## config.mk

```make
export PLATFORM = sky130hd
export DESIGN_NAME = mem_port_arbiter
export DESIGN_NICKNAME = d
export VERILOG_FILES = /design/src/rtl/mem_arb_pkg.sv /design/src/rtl/rr_pick2.sv /design/src/rtl/mem_port_arbiter.sv
export SDC_FILE = /design/constraint.sdc
export NUM_CORES = 1
export LEC_CHECK = 0
export BUFFER_PORTS_ARGS = -buffer_cell sky130_fd_sc_hd__buf_4
export CAP_MARGIN = 20
export CORE_AREA = 2 2 100 102
export DETAILED_ROUTE_END_ITERATION = 7
export DIE_AREA = 0 0 102 104
export PLACE_DENSITY = 0.65
export SYNTH_ARGS = -nofsm -noshare
export SYNTH_HDL_FRONTEND = slang
export SYNTH_SLANG_ARGS = --single-unit
```

## constraint.sdc

```tcl
create_clock -name i_clock -period 4.2 [get_ports i_clock]
set_input_delay 0.42 -clock i_clock [delete_from_list [all_inputs] [get_ports i_clock]]
set_output_delay 0.42 -clock i_clock [all_outputs]
set_load 0.05 [all_outputs]
```

## src/rtl/mem_arb_pkg.sv

```systemverilog
// Shared constants for the RAM data-port arbiter: port ids and lock counter sizing.
package mem_arb_pkg;

  localparam logic PORT_CORE   = 1'b0;
  localparam logic PORT_LOADER = 1'b1;

  // Wide enough to hold values 0..max_lock inclusive.
  function automatic int lock_cnt_width(input int max_lock);
    return (max_lock < 1) ? 1 : $clog2(max_lock + 1);
  endfunction

endpackage

```

## src/rtl/rr_pick2.sv

```systemverilog
// Combinational 2-way round-robin selector with an optional bounded lock.
module rr_pick2
  import mem_arb_pkg::*;
(
  input  logic [1:0] i_valid,
  input  logic       i_last_grant,
  input  logic       i_lock_owner_valid,
  input  logic       i_lock_owner,
  input  logic       i_lock_expired,
  output logic       o_grant_valid,
  output logic       o_grant_id
);

  always_comb begin
    o_grant_valid = |i_valid;
    o_grant_id    = PORT_CORE;
    case (i_valid)
      2'b01:   o_grant_id = PORT_CORE;
      2'b10:   o_grant_id = PORT_LOADER;
      // Contention: honour an unexpired lock, otherwise alternate.
      2'b11:   o_grant_id = (i_lock_owner_valid && !i_lock_expired) ? i_lock_owner
                                                                     : ~i_last_grant;
      default: o_grant_id = PORT_CORE;
    endcase
  end

endmodule

```

## src/rtl/mem_port_arbiter.sv

```systemverilog
// Shares the single RAM data port between the core (port 0) and the loader (port 1);
// one access per cycle, read data returned on a registered response one cycle later.
module mem_port_arbiter
  import mem_arb_pkg::*;
#(
  parameter int DATA_WIDTH = 32,
  parameter int ADDR_WIDTH = 16,
  parameter int MAX_LOCK   = 8
) (
  input  logic                  i_clock,
  input  logic                  i_reset,
  input  logic                  i_req0_valid,
  output logic                  o_req0_ready,
  input  logic                  i_req0_wEn,
  input  logic                  i_req0_lock,
  input  logic [ADDR_WIDTH-1:0] i_req0_address,
  input  logic [DATA_WIDTH-1:0] i_req0_write_data,
  input  logic                  i_req1_valid,
  output logic                  o_req1_ready,
  input  logic                  i_req1_wEn,
  input  logic                  i_req1_lock,
  input  logic [ADDR_WIDTH-1:0] i_req1_address,
  input  logic [DATA_WIDTH-1:0] i_req1_write_data,
  output logic                  o_rsp0_valid,
  output logic [DATA_WIDTH-1:0] o_rsp0_read_data,
  output logic                  o_rsp1_valid,
  output logic [DATA_WIDTH-1:0] o_rsp1_read_data,
  output logic                  o_wEn,
  output logic [ADDR_WIDTH-1:0] o_d_address,
  output logic [DATA_WIDTH-1:0] o_d_write_data,
  input  logic [DATA_WIDTH-1:0] i_d_read_data,
  output logic                  o_grant_owner
);

  localparam int              LockW   = lock_cnt_width(MAX_LOCK);
  localparam logic [LockW-1:0] LockMax = LockW'(MAX_LOCK);

  logic                  r_last_grant;
  logic                  r_grant_owner;
  logic                  r_lock_valid;
  logic                  r_lock_owner;
  logic [LockW-1:0]      r_lock_count;
  logic [1:0]            r_rsp_pending;
  logic [DATA_WIDTH-1:0] r_rsp_data;

  logic                  w_grant_valid;
  logic                  w_grant_id;
  logic                  w_accept;
  logic                  w_lock_expired;
  logic                  w_sel_wEn;
  logic                  w_sel_lock;
  logic [ADDR_WIDTH-1:0] w_sel_address;
  logic [DATA_WIDTH-1:0] w_sel_write_data;

  assign w_lock_expired = (r_lock_count >= LockMax);

  rr_pick2 u_pick (
    .i_valid            ({i_req1_valid, i_req0_valid}),
    .i_last_grant       (r_last_grant),
    .i_lock_owner_valid (r_lock_valid),
    .i_lock_owner       (r_lock_owner),
    .i_lock_expired     (w_lock_expired),
    .o_grant_valid      (w_grant_valid),
    .o_grant_id         (w_grant_id)
  );

  // Reset masks every handshake so nothing reaches the RAM while it is held.
  assign w_accept = w_grant_valid && !i_reset;

  always_comb begin
    w_sel_wEn        = 1'b0;
    w_sel_lock       = 1'b0;
    w_sel_address    = '0;
    w_sel_write_data = '0;
    if (w_accept) begin
      if (w_grant_id == PORT_LOADER) begin
        w_sel_wEn        = i_req1_wEn;
        w_sel_lock       = i_req1_lock;
        w_sel_address    = i_req1_address;
        w_sel_write_data = i_req1_write_data;
      end else begin
        w_sel_wEn        = i_req0_wEn;
        w_sel_lock       = i_req0_lock;
        w_sel_address    = i_req0_address;
        w_sel_write_data = i_req0_write_data;
      end
    end
  end

  assign o_req0_ready   = w_accept && (w_grant_id == PORT_CORE);
  assign o_req1_ready   = w_accept && (w_grant_id == PORT_LOADER);
  assign o_wEn          = w_sel_wEn;
  assign o_d_address    = w_sel_address;
  assign o_d_write_data = w_sel_write_data;

  always_ff @(posedge i_clock or posedge i_reset) begin
    if (i_reset) begin
      r_last_grant  <= PORT_LOADER;
      r_grant_owner <= PORT_CORE;
      r_lock_valid  <= 1'b0;
      r_lock_owner  <= PORT_CORE;
      r_lock_count  <= '0;
      r_rsp_pending <= 2'b00;
      r_rsp_data    <= '0;
    end else begin
      r_rsp_pending <= 2'b00;
      if (w_accept) begin
        r_last_grant  <= w_grant_id;
        r_grant_owner <= w_grant_id;
        if (!w_sel_wEn) begin
          r_rsp_pending <= {w_grant_id == PORT_LOADER, w_grant_id == PORT_CORE};
          r_rsp_data    <= i_d_read_data;
        end
        // A lock request continues the owner's run, or starts a new run of one.
        if (w_sel_lock) begin
          r_lock_valid <= 1'b1;
          r_lock_owner <= w_grant_id;
          if (r_lock_valid && (r_lock_owner == w_grant_id)) begin
            r_lock_count <= (r_lock_count >= LockMax) ? LockMax : r_lock_count + 1'b1;
          end else begin
            r_lock_count <= LockW'(1);
          end
        end else begin
          r_lock_valid <= 1'b0;
          r_lock_count <= '0;
        end
      end
    end
  end

  assign o_rsp0_valid     = r_rsp_pending[0];
  assign o_rsp1_valid     = r_rsp_pending[1];
  assign o_rsp0_read_data = r_rsp_data;
  assign o_rsp1_read_data = r_rsp_data;
  assign o_grant_owner    = r_grant_owner;

endmodule
```

==> impl_metrics.yaml, run 1 <==
outcome:
  status: "complete, no violations"
die:
  rows: 36
  die-area_um2: 10600
  initial_core_util: 0.276
  fp.coreArea_um2: 9550
  ios: 254
  dieHeight_um: 104
  die_w_um: 102
global_routing:
  grt_usage: 0.158
  grt_max_degree: 54
  grt_pass1_vias: 2453
  grt_pass1_wl_mm: 13.1
  overflow: 0
  antenna_found_initial: 0
layout:
  layout_commonest_cell: "buf_4"
  area_growth_pct: 70.1
  multi_input_area_um2: 1220
  nFillCells: 887
  diodes: 0
  final_cell_mix: "256 x buf_4, 48 x a22o_1, 41 x dfrtp_1, 31 x mux2_4"
  seq_area_um2: 1050
  drive_above_1_share: 0.700
  final_cell_area_um2: 4480
  fin_nets: 570
setup_path:
  cp_max_fo: 50
  crit_family: "simple AND/OR/NAND/NOR gates"
  crit_buf_inv: 1
  crit_slowest_cell: "nor2b_4"
  worstPathCellList: "and2_1 > a211o_1 > nor2b_4 > a22o_1 > buf_4"
  critical_path_arrival_ns: 2.67
  path_class: "flop to primary output"
  worst_ep_required_time_ns: 3.78
  worstSetupStartpointType: "flop"
  critPathCaptureType: "primary output"
  critPathMaxStageDelay_ns: 0.88
clocking:
  cts_made_buffers: 5
  cts_resized: 0
  postCtsSetupBuffers: 0
  cts_tree: "built"
  htreeDepth: 2
  clkSinkCount: 42
  clock-root-buffer: "clkbuf_8"
  postCtsHoldBufs: 0
  cts.clk_slew.worst_paths_ns: 0.08
  worst_skew_pair.late_latency_ns: 0.29
  clockBufferDepth: 2
routing:
  firstDrtPassIters: 4
  via_per_inst: 4.54
  post_drt_wl_per_cell_um: 16.3
  drt-total-wl_mm: 9.23
  drt_iter0_drc: 101
  vias: 2568
  drtAntennaViolNets: 0
  drc: 0
logic_synthesis:
  yosys.area_share.simple: 0.0527
  synth_top_family_by_area: "compound AO/OA/AOI/OAI gates"
  synthMuxAreaShare: 0.189
  synth_ff_type: "dfrtp_1"
  ys_warn_count: 0
  ys_seq_area_frac: 0.400
  synthXorXnorAreaFrac: 0
  syn-instance-count: 216
  synth_edf_count: 0
  synth_seq_cells: 42
  synth.net_count: 354
  netlist_area_um2: 2630
  async_flop_share: 1.00
  syn_avg_cell_area_um2: 12.2
  synthAdderAreaFrac: 0.00950
  synth-compound-area-share: 0.208
  synth.distinct_cells: 33
power:
  power.internal_uw: 1100
  switchingPower_uw: 1110
  p_comb_frac: 0.626
  p_sw_frac: 0.502
  peakVddDrop_uv: 226
  cellPowerDensity_nw_per_um2: 492
  p_clk_frac: 0.119
  seq_power_share: 0.255
  p_leak_uw: 0.00237
sta:
  period_minus_slack_ns: 3.09
  finClkSkew_ns: 0.00820
  tns_ns: 0
  setup_viol: 0
  slew_headroom: 0.280
  period_share: 0.736
  hold_violations: 0
  finalMaxSlewViolations: 0
  fmax_mhz: 324
  rsz0062_at_grt: "no"
  tightest_slew_ns: 1.08
placed_design:
  gp_congestion: 0.854
  port_buffers: 253
  dp_hpwl_mm: 7.71
  placed_cell_area_um2: 4380
hold_path:
  hold_path.class: "primary input to flop"
job:
  cap_violations: 0
[metal layers]
layer / routed length, µm / part of all wire / global-route usage / up-vias
met1: 3160 / 0.34 / 0.163 / 1193
met5: 0 / 0 / 0 / -
met3: 891 / 0.097 / 0.0403 / 14
met2: 4970 / 0.54 / 0.304 / 162
met4: 204 / 0.022 / 0.0505 / 0
li1: - / - / - / 1199
[power groups by stage]
stage / combinational, µW / clock, µW / sequential, µW
5_1_grt: 1430 / 293 / 573
2_1_floorplan: 780 / 0 / 819
3_5_place_dp: 1390 / 0 / 571
3_3_place_gp: 1380 / 0 / 563
6_report: 1380 / 262 / 562
4_1_cts: 1390 / 277 / 563
[cell families (layout without fill, tap and decap cells)]
logic type / Yosys count / count (layout)
AO/OA/AOI/OAI: 63 / 63
AND/OR/NAND/NOR: 21 / 21
multiplexers: 34 / 34
flip-flops: 42 / 42
adder cells (fa/ha/maj): 2 / 2
buffers and inverters: 54 / 271
[path summary, 6_finish.rpt]
| check | slack, ns | cells past startpoint | from | end |
|---|---|---|---|---|
| worst min-delay path | 0.29 | 2 | i_req0_wEn | r_rsp_pending[0] |
| max in group asynchronous | 3.52 | 3 | i_reset | r_last_grant |
| worst max register to register | 1.77 | 5 | r_lock_valid | o_rsp0_read_data[0] |
| worst min register to register | 0.49 | 1 | o_grant_owner | o_grant_owner |
| min in group asynchronous | 0.30 | 3 | i_reset | o_rsp0_read_data[31] |
| worst max-delay path | 1.11 | 5 | r_last_grant | o_d_address[7] |
[layout make-up]
| type | instances | share of cell area |
|---|---|---|
| Timing Repair Buffer | 256 | 0.429 |
| Multi-Input combinational cell | 120 | 0.272 |
| Sequential cell | 42 | 0.235 |
| Tap cell | 133 | 0.0372 |
| Clock buffer | 6 | 0.0184 |
| Inverter | 7 | 0.00587 |
| Clock inverter | 2 | 0.00279 |
[cell usage after synthesis (2+ instances only)]
master | instances | area, µm²
mux2_4 | 31 | 465
inv_1 | 7 | 26.3
buf_4 | 32 | 240
clkbuf_1 | 12 | 45.0
a32o_1 | 2 | 20.0
buf_12 | 3 | 60.1
a22o_1 | 48 | 420
mux2_2 | 2 | 22.5
a21o_1 | 2 | 15.0
nand2_1 | 6 | 22.5
nor3_1 | 2 | 10.0
ha_1 | 2 | 25.0
a21oi_1 | 2 | 10.0
dfrtp_1 | 41 | 1030
nor2b_1 | 4 | 25.0
o21ai_0 | 3 | 15.0
[sequential cells by signal, indices dropped and copies added (netlist names)]
signal	count
r_lock_count	4
r_rsp_pending	2
o_rsp0_read_data	32
r_lock_owner	1
r_last_grant	1
r_lock_valid	1
o_grant_owner	1
[stage by stage]
step	util	power [µW]	instances	setup WS [ns]	hold slack, ns
after global placement	0.459	1940	558	1.48	0.466
after floorplan	-	1600	216	0.486	0.486
after detailed placement	0.459	1960	558	1.39	0.472
final	0.469	2200	566	1.11	0.289
after global routing	0.469	2300	566	0.967	0.277
after CTS	0.469	2230	566	1.09	0.277
Power figures use the tool's default switching activity.
==> run 2, diff against run 1 <==
--- a/config.mk
+++ b/config.mk
@@ -7,10 +7,11 @@
 export LEC_CHECK = 0
 export BUFFER_PORTS_ARGS = -buffer_cell sky130_fd_sc_hd__buf_4
 export CAP_MARGIN = 20
-export CORE_AREA = 2 2 100 102
+export CORE_ASPECT_RATIO = 0.7
+export CORE_MARGIN = 2
+export CORE_UTILIZATION = 33
 export DETAILED_ROUTE_END_ITERATION = 7
-export DIE_AREA = 0 0 102 104
-export PLACE_DENSITY = 0.65
+export PLACE_DENSITY = 0.78
 export SYNTH_ARGS = -nofsm -noshare
 export SYNTH_HDL_FRONTEND = slang
 export SYNTH_SLANG_ARGS = --single-unit
==> constraint.sdc (replaced) <==
create_clock -name i_clock -period 2.8 [get_ports i_clock]
set_input_delay 0.28 -clock i_clock [delete_from_list [all_inputs] [get_ports i_clock]]
set_output_delay 0.28 -clock i_clock [all_outputs]
set_load 0.05 [all_outputs]
==> run 2 against run 1 <==
- critical path depth rose by 1
- sequential power grew 51%
- sequential share of layout area down 0.48 points
- global-route usage rose by 2.5 points
- critical path type unchanged
- critical endpoint is now o_d_address[1]
- largest power group unchanged
==> impl_metrics.yaml, run 2 (same netlist as run 1, synthesis figures left out) <==
global_routing:
  grt_pass1_vias: 2391
  met2_usage: 0.293
  grt_usage: 0.184
  use_met3: 0.0412
  grt_pass1_wl_mm: 12.9
  use_met1: 0.262
  antenna_found_initial: 0
  overflow: 0
  grt.busiest_layer: "met2"
  grt_max_degree: 54
sta:
  fmax_mhz: 389
  setup_viol: 0
  period_share: 0.918
  slew_headroom: 0.667
  layout_setup_ws_ns: 0.228
  tightest_slew_ns: 0.487
  finalMaxSlewViolations: 0
  hold_violations: 0
  period_minus_slack_ns: 2.57
  tns_ns: 0
  finClkSkew_ns: 0.00542
  rsz0062_at_grt: "no"
routing:
  vias: 2551
  post_drt_wl_per_cell_um: 16.3
  drtAntennaViolNets: 0
  drt_iter0_drc: 90
  drc: 0
  via_per_inst: 4.75
  firstDrtPassIters: 4
  drt-total-wl_mm: 8.76
placed_design:
  port_buffers: 253
  dp_hpwl_mm: 7.15
  gp_congestion: 0.828
  place_ws_ns: 0.510
die:
  die_w_um: 111
  rows: 27
  die-area_um2: 8720
  dieHeight_um: 78.7
  ios: 254
  initial_core_util: 0.338
  fp.coreArea_um2: 7800
layout:
  fin_nets: 573
  diodes: 0
  largest_reg_flops: 32
  multi_input_area_um2: 1220
  layout_commonest_cell: "buf_4"
  final_cell_mix: "256 x buf_4, 48 x a22o_1, 41 x dfrtp_1, 31 x mux2_4"
  seq_area_um2: 1050
  area_growth_pct: 73.6
  postLayoutCoreUtil: 0.586
  nFillCells: 639
  drive_above_1_share: 0.702
clocking:
  clockBufferDepth: 2
  worst_skew_pair.late_latency_ns: 0.27
  cts_tree: "built"
  clkSinkCount: 42
  clock-root-buffer: "clkbuf_16"
  cts.clk_slew.worst_paths_ns: 0.06
  postCtsSetupBuffers: 0
  cts_made_buffers: 5
  postCtsHoldBufs: 0
  htreeDepth: 2
  cts_resized: 0
setup_path:
  r2r_slack_ns: 0.50
  crit_slowest_cell: "dfstp_2"
  critPathMaxStageDelay_ns: 0.54
  worst_ep_required_time_ns: 2.52
  critPathCaptureType: "primary output"
  critical_path_arrival_ns: 2.29
  path_class: "flop to primary output"
  worstPathCellList: "and2_1 > a211o_1 > nor2b_4 > buf_4 > a22o_1 > buf_4"
  worstSetupStartpointType: "flop"
  cp_max_fo: 16
  path_common_cell: "buf_4"
hold_path:
  hold_path.class: "primary input to flop"
job:
  cap_violations: 0
power:
  peakVddDrop_uv: 527
  cellPowerDensity_nw_per_um2: 777
  p_leak_uw: 0.00242
outcome:
  status: "complete, no violations"
## run 2: through the flow
step           total power (µW)  instances  instance area [µm²]  hold slack, ns
3_5_place_dp               2940        529                 4410           0.463
4_1_cts                    3580        537                 4570           0.169
6_report                   3550        537                 4570           0.173
5_1_grt                    3690        537                 4570           0.169
2_1_floorplan              2400        216                 2640           0.275
3_3_place_gp               2920        529                 4410           0.466
## run 2: worst paths after layout
| path | from | end | cells after the start |
|---|---|---|---|
| min in group asynchronous | i_reset | o_grant_owner | 3 |
| max in group asynchronous | i_reset | o_rsp0_read_data[17] | 3 |
| setup / recovery | r_last_grant | o_d_address[1] | 6 |
| hold reg to reg | o_grant_owner | o_grant_owner | 1 |
| setup reg to reg | r_lock_count[3] | o_rsp0_read_data[19] | 6 |
| hold / removal | i_req0_wEn | r_rsp_pending[0] | 2 |
## run 2: area by class of cell
cell class | count | area share
timing repair buffer | 259 | 0.433
multi-input combinational | 120 | 0.266
sequential | 42 | 0.230
tap | 101 | 0.0276
clock buffer | 5 | 0.0274
clock inverter | 3 | 0.00876
inverter | 7 | 0.00657
## run 2: report_power, final
group / total (µW) / leakage, µW / switching (µW) / internal [µW]
Sequential: 846 / 0.000504 / 111 / 735
Combinational: 2080 / 0.00184 / 1350 / 727
Clock: 628 / 0.0000836 / 212 / 416
Total: 3550 / 0.00242 / 1680 / 1880
## run 2: layer usage
| layer | up-vias | routed length [µm] |
|---|---|---|
| li1 | 1202 | - |
| met3 | 5 | 575 |
| met4 | 0 | 46 |
| met2 | 112 | 4250 |
| met1 | 1232 | 3890 |
| met5 | - | 0 |
## run 2: critical path: cells and delay by family (launching register included)
family / cells / cell delay, ns
AO/OA/AOI/OAI: 2 / 0.39
buffers and inverters: 2 / 0.46
flip-flops: 1 / 0.54
AND/OR/NAND/NOR: 2 / 0.64
==> run 3, diff against run 2 <==
--- a/config.mk
+++ b/config.mk
@@ -12,6 +12,7 @@
 export CORE_UTILIZATION = 33
 export DETAILED_ROUTE_END_ITERATION = 7
 export PLACE_DENSITY = 0.78
+export RECOVER_POWER = 50
 export SYNTH_ARGS = -nofsm -noshare
 export SYNTH_HDL_FRONTEND = slang
 export SYNTH_SLANG_ARGS = --single-unit
==> run 3 against run 2 <==
- the flow now finishes with violations (capacitance limit, slew limit)
- sequential cell count unchanged
- hold slack better by 0.00096 ns
- via count up 0.20%
- critical path type unchanged
- largest cell class unchanged
==> impl_metrics.yaml, run 3 (same netlist as run 1, synthesis figures left out) <==
clocking:
  cts_made_buffers: 5
  cts_tree: "built"
  postCtsHoldBufs: 0
  cts.clk_slew.worst_paths_ns: 0.06
  htreeDepth: 2
  clockBufferDepth: 2
  postCtsSetupBuffers: 0
  clkSinkCount: 42
  clock-root-buffer: "clkbuf_16"
  cts_resized: 0
  worst_skew_pair.late_latency_ns: 0.27
routing:
  drt-total-wl_mm: 8.81
  via_per_inst: 4.76
  post_drt_wl_per_cell_um: 16.4
  vias: 2556
  firstDrtPassIters: 4
  drt_iter0_drc: 82
  drc: 0
  drtAntennaViolNets: 0
power:
  p_leak_uw: 0.00220
  p_sw_frac: 0.495
  cellPowerDensity_nw_per_um2: 779
  seq_power_share: 0.249
  p_clk_frac: 0.186
  peakVddDrop_uv: 510
  p_comb_frac: 0.565
  switchingPower_uw: 1670
  power.internal_uw: 1710
  p_total_uw: 3380
sta:
  tns_ns: 0
  fmax_mhz: 388
  setup_viol: 0
  rsz0062_at_grt: "no"
  finalMaxSlewViolations: 43
  period_share: 0.920
  period_minus_slack_ns: 2.58
  slew_headroom: -0.452
  tightest_slew_ns: 2.18
  finClkSkew_ns: 0.00590
  hold_violations: 0
setup_path:
  crit_buf_inv: 2
  cp_max_fo: 16
  crit_family: "simple AND/OR/NAND/NOR gates"
  path_class: "flop to primary output"
  critical_path_arrival_ns: 2.30
  worstPathCellList: "and2_1 > a211o_1 > nor2b_4 > buf_4 > a22o_1 > buf_4"
  critPathCaptureType: "primary output"
  crit_start: "r_last_grant"
  r2r_start: "r_lock_count[3]"
  worst_ep_required_time_ns: 2.52
  crit_slowest_cell: "dfstp_2"
  path_common_cell: "buf_4"
  critPathMaxStageDelay_ns: 0.54
  worstSetupStartpointType: "flop"
die:
  fp.coreArea_um2: 7800
  initial_core_util: 0.338
  dieHeight_um: 78.7
  ios: 254
  die_w_um: 111
  die-area_um2: 8720
  rows: 27
placed_design:
  port_buffers: 253
  dp.cells: 529
  gp_congestion: 0.828
  placed_cell_area_um2: 4410
  dp_hpwl_mm: 7.15
global_routing:
  use_met3: 0.0412
  grt_usage: 0.184
  overflow: 0
  use_met1: 0.262
  grt_pass1_vias: 2391
  grt.busiest_layer: "met2"
  grt_max_degree: 54
  antenna_found_initial: 0
  grt_pass1_wl_mm: 12.9
  met2_usage: 0.293
layout:
  layout.cells.non_filler: 537
  fin_nets: 573
  area_growth_pct: 64.8
  final_cell_area_um2: 4340
  final_cell_mix: "195 x buf_4, 61 x clkbuf_1, 48 x a22o_1, 41 x dfrtp_1, 31 x mux2_4"
  drive_above_1_share: 0.562
  largest_reg_flops: 32
  layout_commonest_cell: "buf_4"
  diodes: 0
outcome:
  status: "finished with violations"
  violations: "capacitance limit, slew limit"
job:
  cap_violations: 1
hold_path:
  min_from: "i_req1_wEn"
  hold_path.class: "primary input to flop"
[run 3: changes by cell type in the layout (fill, tap and decap cells not counted), sizes merged]
| cell | before | now |
|---|---|---|
| buf | 259 | 198 |
| clkbuf | 5 | 66 |
[run 3: cell type report]
cell class              instances  area [µm²]
fillers                       726        3460
repair buffers                259        1750
multi-input cells             120        1220
flip-flops and latches         42        1050
well taps                     101         126
clock buffers                   5         125
clock inverters                 3        40.0
inverters                       7        27.5
[run 3: metrics by stage]
| stage | util | hold slack (ns) | setup WS, ns |
|---|---|---|---|
| CTS | 0.586 | 0.169 | 0.206 |
| detailed placement | 0.565 | 0.463 | 0.510 |
| floorplan | - | 0.275 | 0.152 |
| global placement | 0.565 | 0.466 | 0.562 |
| finish | 0.556 | 0.174 | 0.224 |
| global route | 0.556 | 0.169 | 0.0722 |
[run 3: power by group through the flow]
stage	Sequential [µW]	Combinational (µW)	Clock (µW)
finish	842	1910	629
global route	862	1980	681
CTS	848	2090	649
detailed placement	856	2080	0
global placement	851	2070	0
floorplan	1230	1170	0
[run 3: worst register-to-register path, delay by kind of cell, from the launching register on]
kind	cells	cell delay, ns
DFF	1	0.41
and+or+nand+nor	2	0.50
muxes	2	0.68
AOI/OAI and AO/OA	1	0.34
buffers and inverters	1	0.25
[run 3: final timing paths]
path	to	slack, ns	depth (start not counted)
setup / recovery	o_d_address[1]	0.22	6
hold / removal	r_rsp_pending[1]	0.17	2
max in group asynchronous	o_rsp0_read_data[17]	0.64	3
hold reg to reg	o_grant_owner	0.48	1
setup reg to reg	o_rsp0_read_data[19]	0.50	6
min in group asynchronous	o_grant_owner	0.90	3
[run 3: routing by layer]
metal / share of wire / up-vias / wire [µm]
met2: 0.48 / 110 / 4240
li1: - / 1201 / -
met1: 0.46 / 1240 / 4020
met5: 0 / - / 0
met4: 0.0052 / 0 / 46
met3: 0.058 / 5 / 510
